$ cat src/rtl/imem_fetch_sequencer.sv
// imem_fetch_sequencer: sequences 4-byte instruction fetches over a byte-wide memory port shared with a program loader
module imem_fetch_sequencer #(
    parameter int unsigned MEM_SIZE     = 4095,
    parameter bit          NOP_ON_FAULT = 1'b0
) (
    input  logic        clk_i,
    input  logic        reset_i,
    input  logic        fetch_valid_i,
    input  logic [63:0] fetch_addr_i,
    output logic        fetch_ready_o,
    output logic        instr_valid_o,
    output logic [31:0] instr_o,
    output logic        instr_fault_o,
    input  logic        load_valid_i,
    input  logic [63:0] load_addr_i,
    input  logic [7:0]  load_data_i,
    output logic        load_ready_o,
    output logic        mem_rd_en_o,
    output logic        mem_wr_en_o,
    output logic [63:0] mem_addr_o,
    output logic [7:0]  mem_wdata_o,
    input  logic [7:0]  mem_rdata_i
);
    typedef enum logic [1:0] {IDLE, ISSUE, WAIT, RESP} state_e;

    localparam logic [63:0] LAST_FETCH = 64'(MEM_SIZE) - 64'd4;
    localparam logic [63:0] MEM_END    = 64'(MEM_SIZE);
    localparam logic [31:0] FAULT_WORD = NOP_ON_FAULT ? 32'h0000_0013 : 32'h0000_0000;

    state_e      state_q, state_d;
    logic [1:0]  cnt_q, cnt_d;
    logic [63:0] base_q, base_d;
    logic        pend_q, pend_d;
    logic [1:0]  pend_idx_q, pend_idx_d;
    logic [31:0] shift_q, shift_d;
    logic [31:0] instr_q, instr_d;
    logic        fault_q, fault_d;
    logic        accept;
    logic        req_fault;

    // Next-state, handshakes, memory strobes and byte assembly; reset gates every handshake and strobe
    always_comb begin
        state_d       = state_q;
        cnt_d         = cnt_q;
        base_d        = base_q;
        shift_d       = shift_q;
        instr_d       = instr_q;
        fault_d       = fault_q;
        pend_idx_d    = cnt_q;
        fetch_ready_o = reset_i && (state_q == IDLE || state_q == RESP);
        load_ready_o  = reset_i && state_q == IDLE && !fetch_valid_i;
        instr_valid_o = reset_i && state_q == RESP;
        mem_rd_en_o   = reset_i && state_q == ISSUE;
        mem_wr_en_o   = load_valid_i && load_ready_o && load_addr_i < MEM_END;
        mem_addr_o    = mem_rd_en_o ? base_q + {62'd0, cnt_q} : mem_wr_en_o ? load_addr_i : 64'd0;
        mem_wdata_o   = mem_wr_en_o ? load_data_i : 8'd0;
        instr_o       = instr_q;
        instr_fault_o = fault_q;
        pend_d        = mem_rd_en_o;
        accept        = fetch_valid_i && fetch_ready_o;
        req_fault     = fetch_addr_i[1:0] != 2'b00 || fetch_addr_i > LAST_FETCH;
        if (pend_q)
            shift_d[{~pend_idx_q, 3'b000} +: 8] = mem_rdata_i;
        case (state_q)
            ISSUE: begin
                cnt_d = cnt_q + 2'd1;
                if (cnt_q == 2'd3)
                    state_d = WAIT;
            end
            WAIT: begin
                state_d = RESP;
                instr_d = shift_d;
                fault_d = 1'b0;
            end
            RESP:    state_d = IDLE;
            default: state_d = IDLE;
        endcase
        if (accept) begin
            base_d  = fetch_addr_i;
            cnt_d   = 2'd0;
            state_d = req_fault ? RESP : ISSUE;
            if (req_fault) begin
                instr_d = FAULT_WORD;
                fault_d = 1'b1;
            end
        end
    end

    // State register; an active-low reset abandons any fetch and discards bytes still in flight
    always_ff @(posedge clk_i) begin
        if (!reset_i) begin
            state_q    <= IDLE;
            cnt_q      <= 2'd0;
            base_q     <= 64'd0;
            pend_q     <= 1'b0;
            pend_idx_q <= 2'd0;
            shift_q    <= 32'd0;
            instr_q    <= 32'd0;
            fault_q    <= 1'b0;
        end else begin
            state_q    <= state_d;
            cnt_q      <= cnt_d;
            base_q     <= base_d;
            pend_q     <= pend_d;
            pend_idx_q <= pend_idx_d;
            shift_q    <= shift_d;
            instr_q    <= instr_d;
            fault_q    <= fault_d;
        end
    end
endmodule

$ cat config.mk
export PLATFORM = sky130hd
export DESIGN_NAME = imem_fetch_sequencer
export DESIGN_NICKNAME = d
export VERILOG_FILES = /design/src/rtl/imem_fetch_sequencer.sv
export SDC_FILE = /design/constraint.sdc
export NUM_CORES = 1
export LEC_CHECK = 0
export BUFFER_PORTS_ARGS = -buffer_cell sky130_fd_sc_hd__buf_2
export CELL_PAD_IN_SITES_DETAIL_PLACEMENT = 0
export CELL_PAD_IN_SITES_GLOBAL_PLACEMENT = 2
export CORE_MARGIN = 4
export CORE_UTILIZATION = 27
export DETAILED_ROUTE_END_ITERATION = 12
export GPL_ROUTABILITY_DRIVEN = 1
export PLACE_DENSITY_LB_ADDON = 0.05
export SKIP_LAST_GASP = 1
export SYNTH_ARGS = -nofsm -noshare
export SYNTH_HDL_FRONTEND = slang
export SYNTH_SLANG_ARGS = --single-unit
$ cat constraint.sdc
create_clock -name clk_i -period 2.9 [get_ports clk_i]
set_clock_uncertainty 0.1 [all_clocks]
set_input_delay 0 -clock clk_i [delete_from_list [all_inputs] [get_ports clk_i]]
set_output_delay 0 -clock clk_i [all_outputs]
set_load 0.02 [all_outputs]
---- After elaboration in Yosys (flattened, before gate mapping) ----
Index checks and enable logic that the tools add are counted.
word-level totals
  flip-flop bits (word level) ............. 136
  bits in latches ......................... 0
  memory bits (writable) .................. 0
  ROM bits ................................ 0
  bits of input ports ..................... 148
  output and inout bits ................... 110
  logic and storage cells ................. 51
  memories kept ........................... 0
operators by class
  add/sub/neg operators ................... 3
  $mul .................................... 0
  divide/modulo/power cells ............... 0
  order comparisons ....................... 2
  eq/ne operators ......................... 5
  shift-type cells ........................ 2
  mux-type cells .......................... 15
  bitwise logic cells ..................... 2
  reductions and logical operators ........ 14
operators by type and width
  kind                                                                               count
  32-bit 2-to-1 mux                                                                  4
  64-bit 2-to-1 mux                                                                  2
  64-bit by 2-bit adder with 64-bit output                                           1
  64-bit by 12-bit greater-than comparator with 1-bit output, second input constant  1
  64-bit by 12-bit less-than comparator with 1-bit output, second input constant     1
  32-bit bitwise mux                                                                 1
  8-bit by 7-bit variable shift with 32-bit output, first input constant             1
  8-bit by 7-bit indexed part select with 32-bit output                              1
  1-bit logical AND                                                                  8
  8-bit 2-to-1 mux                                                                   1
  5-bit negation with 7-bit output                                                   1
  2-bit equality test, second input constant                                         3
  2-bit 2-to-1 mux                                                                   3
  2-bit one-hot mux with 2 select lines                                              1
  1-bit 2-to-1 mux                                                                   3
  3-bit by 2-bit != test with 1-bit output, second input constant                    1
  2-bit by 1-bit adder with 2-bit output, second input constant                      1
  2-bit by 1-bit equality test with 1-bit output, second input constant              1
  2-bit logical NOT                                                                  1
  1-bit logical OR                                                                   2
  2-bit inverter                                                                     1
  2-bit nonzero test                                                                 1
  2-bit OR reduction                                                                 1
  1-bit logical NOT                                                                  1
  1-bit inverter                                                                     1

---- Longest topological paths before layout ----
Gate-level depths: netlist of the first run.
  depth after elaboration ................. 8
  gate-level depth with buffers ........... 9
  mapped depth without buffers ............ 8

---- Worst setup path after synthesis of the first run ----
No wires, ideal clock.
  kind .................................... reg-to-output
  start point ............................. register cnt_q[0]
  end point ............................... output mem_addr_o[58]
  data arrival time ....................... 2.537 ns
  data required time ...................... 2.800 ns
  slack ................................... 0.263 ns
  cell stages (with the launch flop) ...... 8
  buffers on the path ..................... 0
  cells stage by stage .................... dfxtp_1 ha_1 inv_1 fa_1 nor4_2 nand2_1 or4_1 a21oi_1
on the way
  longest elaborated chain between the ends .. 2
RTL lines
  element                                   RTL line  RTL
  from (decl)                               31        logic [1:0] cnt_q, cnt_d;
  from (signal assigned)                    102       cnt_q <= cnt_d;
  64-bit by 2-bit adder with 64-bit output  55        mem_addr_o = mem_rd_en_o ? base_q + {62'd0, cnt_q} : mem_wr_en_o ? load_addr_i : 64'd0;
  64-bit 2-to-1 mux                         55
  to (decl)                                 20        output logic [63:0] mem_addr_o,
No other way between the ends.

---- Worst setup path in the final report of the first run ----
  start point ............................. register base_q[0]
  end point ............................... output mem_addr_o[44]
on the way
  longest elaborated chain between the ends .. 2
RTL lines
  element                                   RTL line  RTL
  from (decl)                               32        logic [63:0] base_q, base_d;
  from (signal assigned)                    103       base_q <= base_d;
  64-bit by 2-bit adder with 64-bit output  55
  64-bit 2-to-1 mux                         55
No other way between the ends.

==> summary.log, run 1 <==
qor: die.num_io_pins 258
qor: die.die_w 169 um
qor: setup_path.worst_reg2reg_setup_slack 0.68 ns
qor: placement.detailedPlacementHpwl 20600 um
qor: power.p_per_area 636 nW/um2
qor: flow_run.cap_viol_max_count 0
qor: cts.cts-buffers-inserted 17
qor: timing.timing.slew.headroom 48.3%
qor: setup_path.critPathMaxFanout 3
qor: setup_path.cp.depth 9
qor: cts.clk_transition_reported_paths 0.07 ns
qor: setup_path.critPathBufInv 2
qor: worst_hold_path.worst_hold_path_type primary input to flop
qor: global_routing.antenna_found_initial 1
qor: layout.fin_area 10500 um2
qor: logic_synthesis.post-synth-top-area-cell dfxtp_1
qor: cts.cts.htree.levels 4
qor: placement.routability_congestion_estimate_from_global_placement 0.808
qor: cts.worst_skew_late_latency 0.43 ns
qor: setup_path.timing.reg2reg.worst_path_depth 8
qor: timing.hold_viol_final 0
qor: timing.finalSetupTns -0.0447 ns
qor: die.floorplan.rows 58
qor: logic_synthesis.post_synth.cell_area_avg 7.75 um2
qor: status.outcome finished, violations left
qor: detailed_routing.wl_per_cell 17.4 um
qor: logic_synthesis.seq_area_frac_synth 38.9%
qor: logic_synthesis.yosysWarnings 0
qor: placement.io_buffers 257
qor: die.area_of_the_die 28600 um2
qor: logic_synthesis.synth_largest_type_area_fraction 38.9%
qor: global_routing.largest_net_degree_at_the_start_of_global_routing 73
qor: logic_synthesis.synth_fp_nets 1065
qor: logic_synthesis.synth-main-ff-cell dfxtp_1
qor: setup_path.crit_path_arrival_time 2.84 ns
qor: layout.final_cell_mix buf_2 (248), nand2_1 (158), dfxtp_1 (127)
qor: logic_synthesis.yosys.cell_types.count 44
qor: timing.final.min_clock_period 2.94 ns
qor: global_routing.first_global_vias 7660
qor: detailed_routing.dr.pass1.iters 5
qor: timing.fin_max_slew_vios 0
qor: global_routing.grt_overflow 0
qor: cts.root_buffer clkbuf_16
qor: detailed_routing.routed_via_density 4.80
qor: logic_synthesis.synth_async_sr_flop_share 0%
qor: worst_hold_path.timing.hold.worst_path_depth 4
qor: global_routing.grt_pass1_wl 43100 um
qor: logic_synthesis.postSynthCellCount 904
qor: logic_synthesis.syn_area 7010 um2
qor: die.initial_utilization 27.7%
qor: die.core_area 25300 um2
qor: detailed_routing.drt-total-wl 27900 um
qor: status.failing_checks setup timing
qor: detailed_routing.route.detailed.drc 0
qor: detailed_routing.detailedRoute.firstIterationViolations 371
qor: die.fp.dieH 169 um
qor: cts.cts_max_path_buffers 2
qor: layout.final_common_cell buf_2
qor: global_routing.groute.usage.overall 19.1%
qor: placement.dpl_cell_area 8870 um2
qor: setup_path.worst_r2r_startpoint state_q[0]
qor: cts.clock_sinks 136
qor: setup_path.timing.setup.critical_path_class flop to primary output
qor: setup_path.worst_r2r_endpoint instr_o[10]
qor: setup_path.timing.critical_path.cells ha_4, inv_4, fa_2, nand4b_1, nor4_2, nand3_2, or4_4, o21ai_4, buf_6
qor: setup_path.worstSetupEndpointType primary output
qor: timing.tightestPinTransition 0.775 ns
qor: worst_hold_path.hold_path_origin reset_i
qor: timing.report.final.setup_viol 1
qor: timing.worst_slack -0.0447 ns
qor: setup_path.critPathRequiredTime 2.80 ns
qor: layout.drive_gt1_share 31.9%
qor: timing.grt_setup_unrepaired true
qor: setup_path.cpPeakStageDelay 0.46 ns
qor: power.cellLeakagePower 4.22 nW
qor: power.vdd_drop_max 268 uV
qor: detailed_routing.ant_nets 0
qor: logic_synthesis.leading_cell_types_by_total_area_after_synthesis dfxtp_1 (39%), nand2_1 (8.7%), o21ai_0 (5.7%)
qor: detailed_routing.vias_post_dr 7697
qor: setup_path.critPathSlowestCell or4_4
qor: layout.area_growth_syn_to_layout 49.6%
qor: worst_hold_path.whs_endpoint state_q[0]
qor: timing.min_period_over_period 102%
qor: setup_path.critPathTopFamily simple AND/OR/NAND/NOR gates
qor: setup_path.crit_path_launch_type flop
qor: cts.cts_tree done
qor: logic_synthesis.number_of_enable_type_register_cells_in_the_synthesized_netlist 0
qor: layout.finish.net_count 1421
qor: timing.fmaxAchievable 0.340 GHz
qor: logic_synthesis.synth_seq_cells 136
==> flip-flops by register name (all words and copies together), names as in the netlist <==
| signal | cells |
|---|---|
| shift_q | 32 |
| state_q | 2 |
| pend_q | 1 |
| instr_fault_o | 1 |
| instr_o | 32 |
| pend_idx_q | 2 |
| cnt_q | 2 |
| base_q | 64 |
==> routing by layer <==
metal | track usage, % | vias to the layer above | routed length [um]
met5 | 0 | - | 0
met4 | 5.11 | 0 | 410
met3 | 3.15 | 26 | 1050
met2 | 32.3 | 168 | 13500
met1 | 25.3 | 3545 | 13000
li1 | - | 3958 | -
==> cells in the mapped netlist, drive strengths merged (3+ instances only) <==
cell and number:
nor4 33, nor3 17, and3 6, buf 3, inv 15, dfxtp 136
and2 14, a21oi 27, o21a 6, o21ai 81, and4 3, clkbuf 46
xor2 25, nor2 81, nand3 31, nor2b 36, ha 12, nand2 162
o31ai 10, or3 17, a211oi 32, a31o 12, xnor2 9, nor4b 3
a22oi 32, nand4 34, or4 11
==> what timing repair did <==
item,in CTS,in global routing
endpoints found under the setup margin,24,35
pin swaps,10,9
endpoints found under the hold margin,125,0
resized for setup,13,36
hold buffers,73,0
setup buffers,10,7
==> logic make-up after synthesis <==
group                      count (synthesis)  share of synthesized area, %
muxes                                      1                         0.143
adders and majority gates                 13                          2.43
buffers and inverters                     64                          3.50
DFF                                      136                          38.9
AOI/OAI and AO/OA                        203                          18.1
xor gates and xnor gates                  34                          4.25
and+or+nand+nor                          453                          32.7
==> how the worst max path moves through the flow <==
stage | startpoint | end
2_1_floorplan | cnt_q[0] | mem_addr_o[58]
3_3_place_gp | cnt_q[0] | mem_addr_o[44]
3_5_place_dp | base_q[0] | mem_addr_o[44]
4_1_cts | base_q[0] | mem_addr_o[44]
5_1_grt | base_q[0] | mem_addr_o[44]
6_report | base_q[0] | mem_addr_o[44]
==> worst register-to-register path, cell delays in order (launching register included) <==
cell      delay, ns
dfxtp_1        0.38
inv_1          0.08
ha_1           0.31
nor2b_1        0.24
nand2_1        0.16
and2_0         0.19
a31oi_2        0.13
buf_4          0.37
a211oi_1       0.13
==> layout make-up <==
cell class                      instances  area, um2
Timing Repair Buffer                  386       2510
Antenna cell                            1       2.50
Inverter                               15       58.8
Clock inverter                         14        125
Sequential cell                       136       2730
Multi-Input combinational cell        704       4200
Tap cell                              330        413
Fill cell                            2711      14800
Clock buffer                           18        439
==> power breakdown <==
group          switching (mW)  internal, mW  total [mW]
sequential              0.352          2.25        2.60
clock                   0.977          1.15        2.13
combinational            1.17         0.763        1.94
==> per-stage QoR <==
step | utilization, % | std cells | hold slack (ns) | worst slack [ns] | total power [mW]
global route | 41.4 | 1604 | 0.0583 | -0.155 | 7.10
CTS | 40.7 | 1596 | 0.00960 | -0.0547 | 6.73
global placement | 35.0 | 1481 | 0.117 | 0.173 | 4.48
detailed placement | 35.0 | 1481 | 0.120 | 0.126 | 4.48
finish | 41.4 | 1604 | 0.0188 | -0.0447 | 6.67
floorplan | - | 904 | -0.0130 | 0.263 | 3.71
Power figures use the tool's default switching activity.
==> inputs of run 2 (changes only) <==
- TNS_END_PERCENT: not set -> 20
==> run 2 against run 1 <==
The flow now finishes without violations. Fmax up 2.6%. Final cell count down 0.37%. Largest cell class unchanged. Non-clock buffer count down 6. Global-route usage about the same. Worst hold slack better by 0.0031 ns. Core utilization down 0.51 points. Power down 0.39%. Design area down 1.2%. Via count down 0.26%. Setup slack better by 0.074 ns.
==> summary.log, run 2 (synthesized netlist as in run 1, its figures left out) <==
qor: cts.cts.htree.levels 4 [unchanged]
qor: setup_path.crit_path_arrival_time 2.77 ns [was 2.84 ns]
qor: die.floorplan.rows 58 [unchanged]
qor: die.die_w 169 um [unchanged]
qor: status.outcome complete, no violations [was finished, violations left]
qor: setup_path.worstSetupEndpointType primary output [unchanged]
qor: timing.report.final.setup_viol 0 [was 1]
qor: die.core_area 25300 um2 [unchanged]
qor: die.fp.dieH 169 um [unchanged]
qor: setup_path.critPathMaxFanout 5 [was 3]
qor: global_routing.first_global_vias 7652 [was 7660]
qor: worst_hold_path.worst_hold_path_type primary input to flop [unchanged]
qor: detailed_routing.routed_via_density 4.80 [about the same]
qor: power.vdd_drop_max 268 uV [about the same]
qor: die.initial_utilization 27.7% [unchanged]
qor: detailed_routing.route.detailed.drc 0 [unchanged]
qor: detailed_routing.detailedRoute.firstIterationViolations 352 [was 371]
qor: flow_run.cap_viol_max_count 0 [unchanged]
qor: cts.worst_skew_late_latency 0.43 ns [about the same]
qor: layout.area_growth_syn_to_layout 47.8% [was 49.6%]
qor: global_routing.grt_overflow 0 [unchanged]
qor: global_routing.antenna_found_initial 1 [unchanged]
qor: cts.cts-buffers-inserted 17 [unchanged]
qor: layout.fin_area 10400 um2 [was 10500 um2]
qor: layout.finish.net_count 1415 [was 1421]
qor: placement.detailedPlacementHpwl 20600 um [unchanged]
qor: placement.routability_congestion_estimate_from_global_placement 0.808 [unchanged]
qor: power.p_per_area 642 nW/um2 [was 636 nW/um2]
qor: timing.min_period_over_period 99.0% [was 102%]
qor: timing.final.min_clock_period 2.87 ns [was 2.94 ns]
qor: timing.tightestPinTransition 0.782 ns [was 0.775 ns]
qor: setup_path.timing.setup.critical_path_class flop to primary output [unchanged]
qor: setup_path.crit_path_launch_type flop [unchanged]
qor: die.area_of_the_die 28600 um2 [unchanged]
qor: global_routing.largest_net_degree_at_the_start_of_global_routing 73 [unchanged]
qor: cts.cts_max_path_buffers 2 [unchanged]
qor: timing.fmaxAchievable 0.348 GHz [was 0.340 GHz]
qor: global_routing.groute.usage.overall 19.1% [about the same]
qor: die.num_io_pins 258 [unchanged]
qor: layout.final_common_cell buf_2 [unchanged]
qor: layout.drive_gt1_share 30.7% [was 31.9%]
qor: global_routing.grt_pass1_wl 43100 um [about the same]
qor: cts.root_buffer clkbuf_16 [unchanged]
qor: layout.largest_register base_q [unchanged]
qor: power.cellLeakagePower 4.18 nW [was 4.22 nW]
qor: placement.dpl_cell_area 8870 um2 [unchanged]
qor: detailed_routing.ant_nets 0 [unchanged]
qor: setup_path.critPathRequiredTime 2.80 ns [about the same]
qor: cts.clock_sinks 136 [unchanged]
qor: cts.cts_tree done [unchanged]
qor: detailed_routing.drt-total-wl 27700 um [was 27900 um]
qor: layout.final_cell_mix buf_2 (256), nand2_1 (159), dfxtp_1 (127) [was buf_2 (248), nand2_1 (158), dfxtp_1 (127)]
qor: detailed_routing.dr.pass1.iters 7 [was 5]
qor: timing.timing.slew.headroom 47.9% [was 48.3%]
qor: layout.number_of_flip_flops_under_the_largest_register_name 64 [unchanged]
qor: timing.hold_viol_final 0 [unchanged]
qor: detailed_routing.wl_per_cell 17.3 um [was 17.4 um]
qor: timing.fin_max_slew_vios 0 [unchanged]
qor: timing.holdWs 0.0219 ns [was 0.0188 ns]
qor: detailed_routing.vias_post_dr 7677 [was 7697]
qor: timing.grt_setup_unrepaired true [unchanged]
qor: cts.clk_transition_reported_paths 0.07 ns [about the same]
qor: placement.io_buffers 257 [unchanged]
run 2: cell types whose count changed in the layout (fill, tap and decap cells not counted), moves of 2 or more:
cell,previous run,this run
nor3_1,14,16
or3_1,15,17
buf_4,60,47
a21oi_1,21,27
buf_2,248,256
or3_4,2,0
a21oi_2,6,0
run 2: worst max-delay path, cell delays in order (launching register included):
cell      delay [ns]
dfxtp_2         0.36
ha_4            0.15
inv_2           0.04
fa_2            0.39
nand4b_1        0.27
buf_4           0.19
or3_1           0.36
nor3_1          0.23
xnor2_1         0.15
nor2_1          0.05
buf_2           0.16
run 2: final timing paths:
path | startpoint | endpoint | slack, ns | depth (start not counted)
hold / removal | reset_i | state_q[0] | 0.02 | 4
setup reg to reg | state_q[0] | instr_o[10] | 0.68 | 8
hold reg to reg | base_q[42] | base_q[42] | 0.37 | 2
setup / recovery | base_q[0] | mem_addr_o[18] | 0.03 | 10
run 2: what timing repair did:
| item | in CTS | in global routing |
|---|---|---|
| buffers inserted | 7 | 4 |
| hold buffers | 73 | 0 |
| setup endpoints to repair | 24 | 32 |
| pin swaps | 8 | 6 |
| endpoints found under the hold margin | 125 | 0 |
| gates cloned | 0 | 0 |
| gates resized for setup | 13 | 15 |
run 2: layout make-up:
class | instances | area, um2
fillers | 2714 | 15000
multi-input cells | 704 | 4150
flip-flops and latches | 136 | 2730
repair buffers | 380 | 2440
clock buffers | 18 | 439
well taps | 330 | 413
clock inverters | 14 | 125
inverters | 15 | 56.3
diodes | 1 | 2.50
run 2: power breakdown:
group / internal, mW / switching, mW / leakage (nW)
sequential: 2.25 / 0.352 / 1.11
combinational: 0.756 / 1.16 / 2.79
clock: 1.15 / 0.968 / 0.279
total: 4.16 / 2.48 / 4.18
run 2: per-stage QoR:
| stage | std cells | total power [mW] | setup WS, ns | utilization (%) | TNS [ns] |
|---|---|---|---|---|---|
| final | 1598 | 6.64 | 0.0297 | 40.9 | 0 |
| after global placement | 1481 | 4.48 | 0.173 | 35.0 | 0 |
| after CTS | 1593 | 6.73 | -0.0699 | 40.5 | -0.203 |
| after global routing | 1598 | 7.09 | -0.175 | 40.9 | -0.438 |
| after detailed placement | 1481 | 4.48 | 0.126 | 35.0 | 0 |
| after floorplan | 904 | 3.71 | 0.263 | - | 0 |
run 2: layer usage:
layer	global-route usage [%]	part of all wire, %	up-vias
met1	25.2	46	3509
met3	3.15	4.3	25
met2	32.3	48	189
met4	5.11	1.5	0
li1	-	-	3954
met5	0	0	-
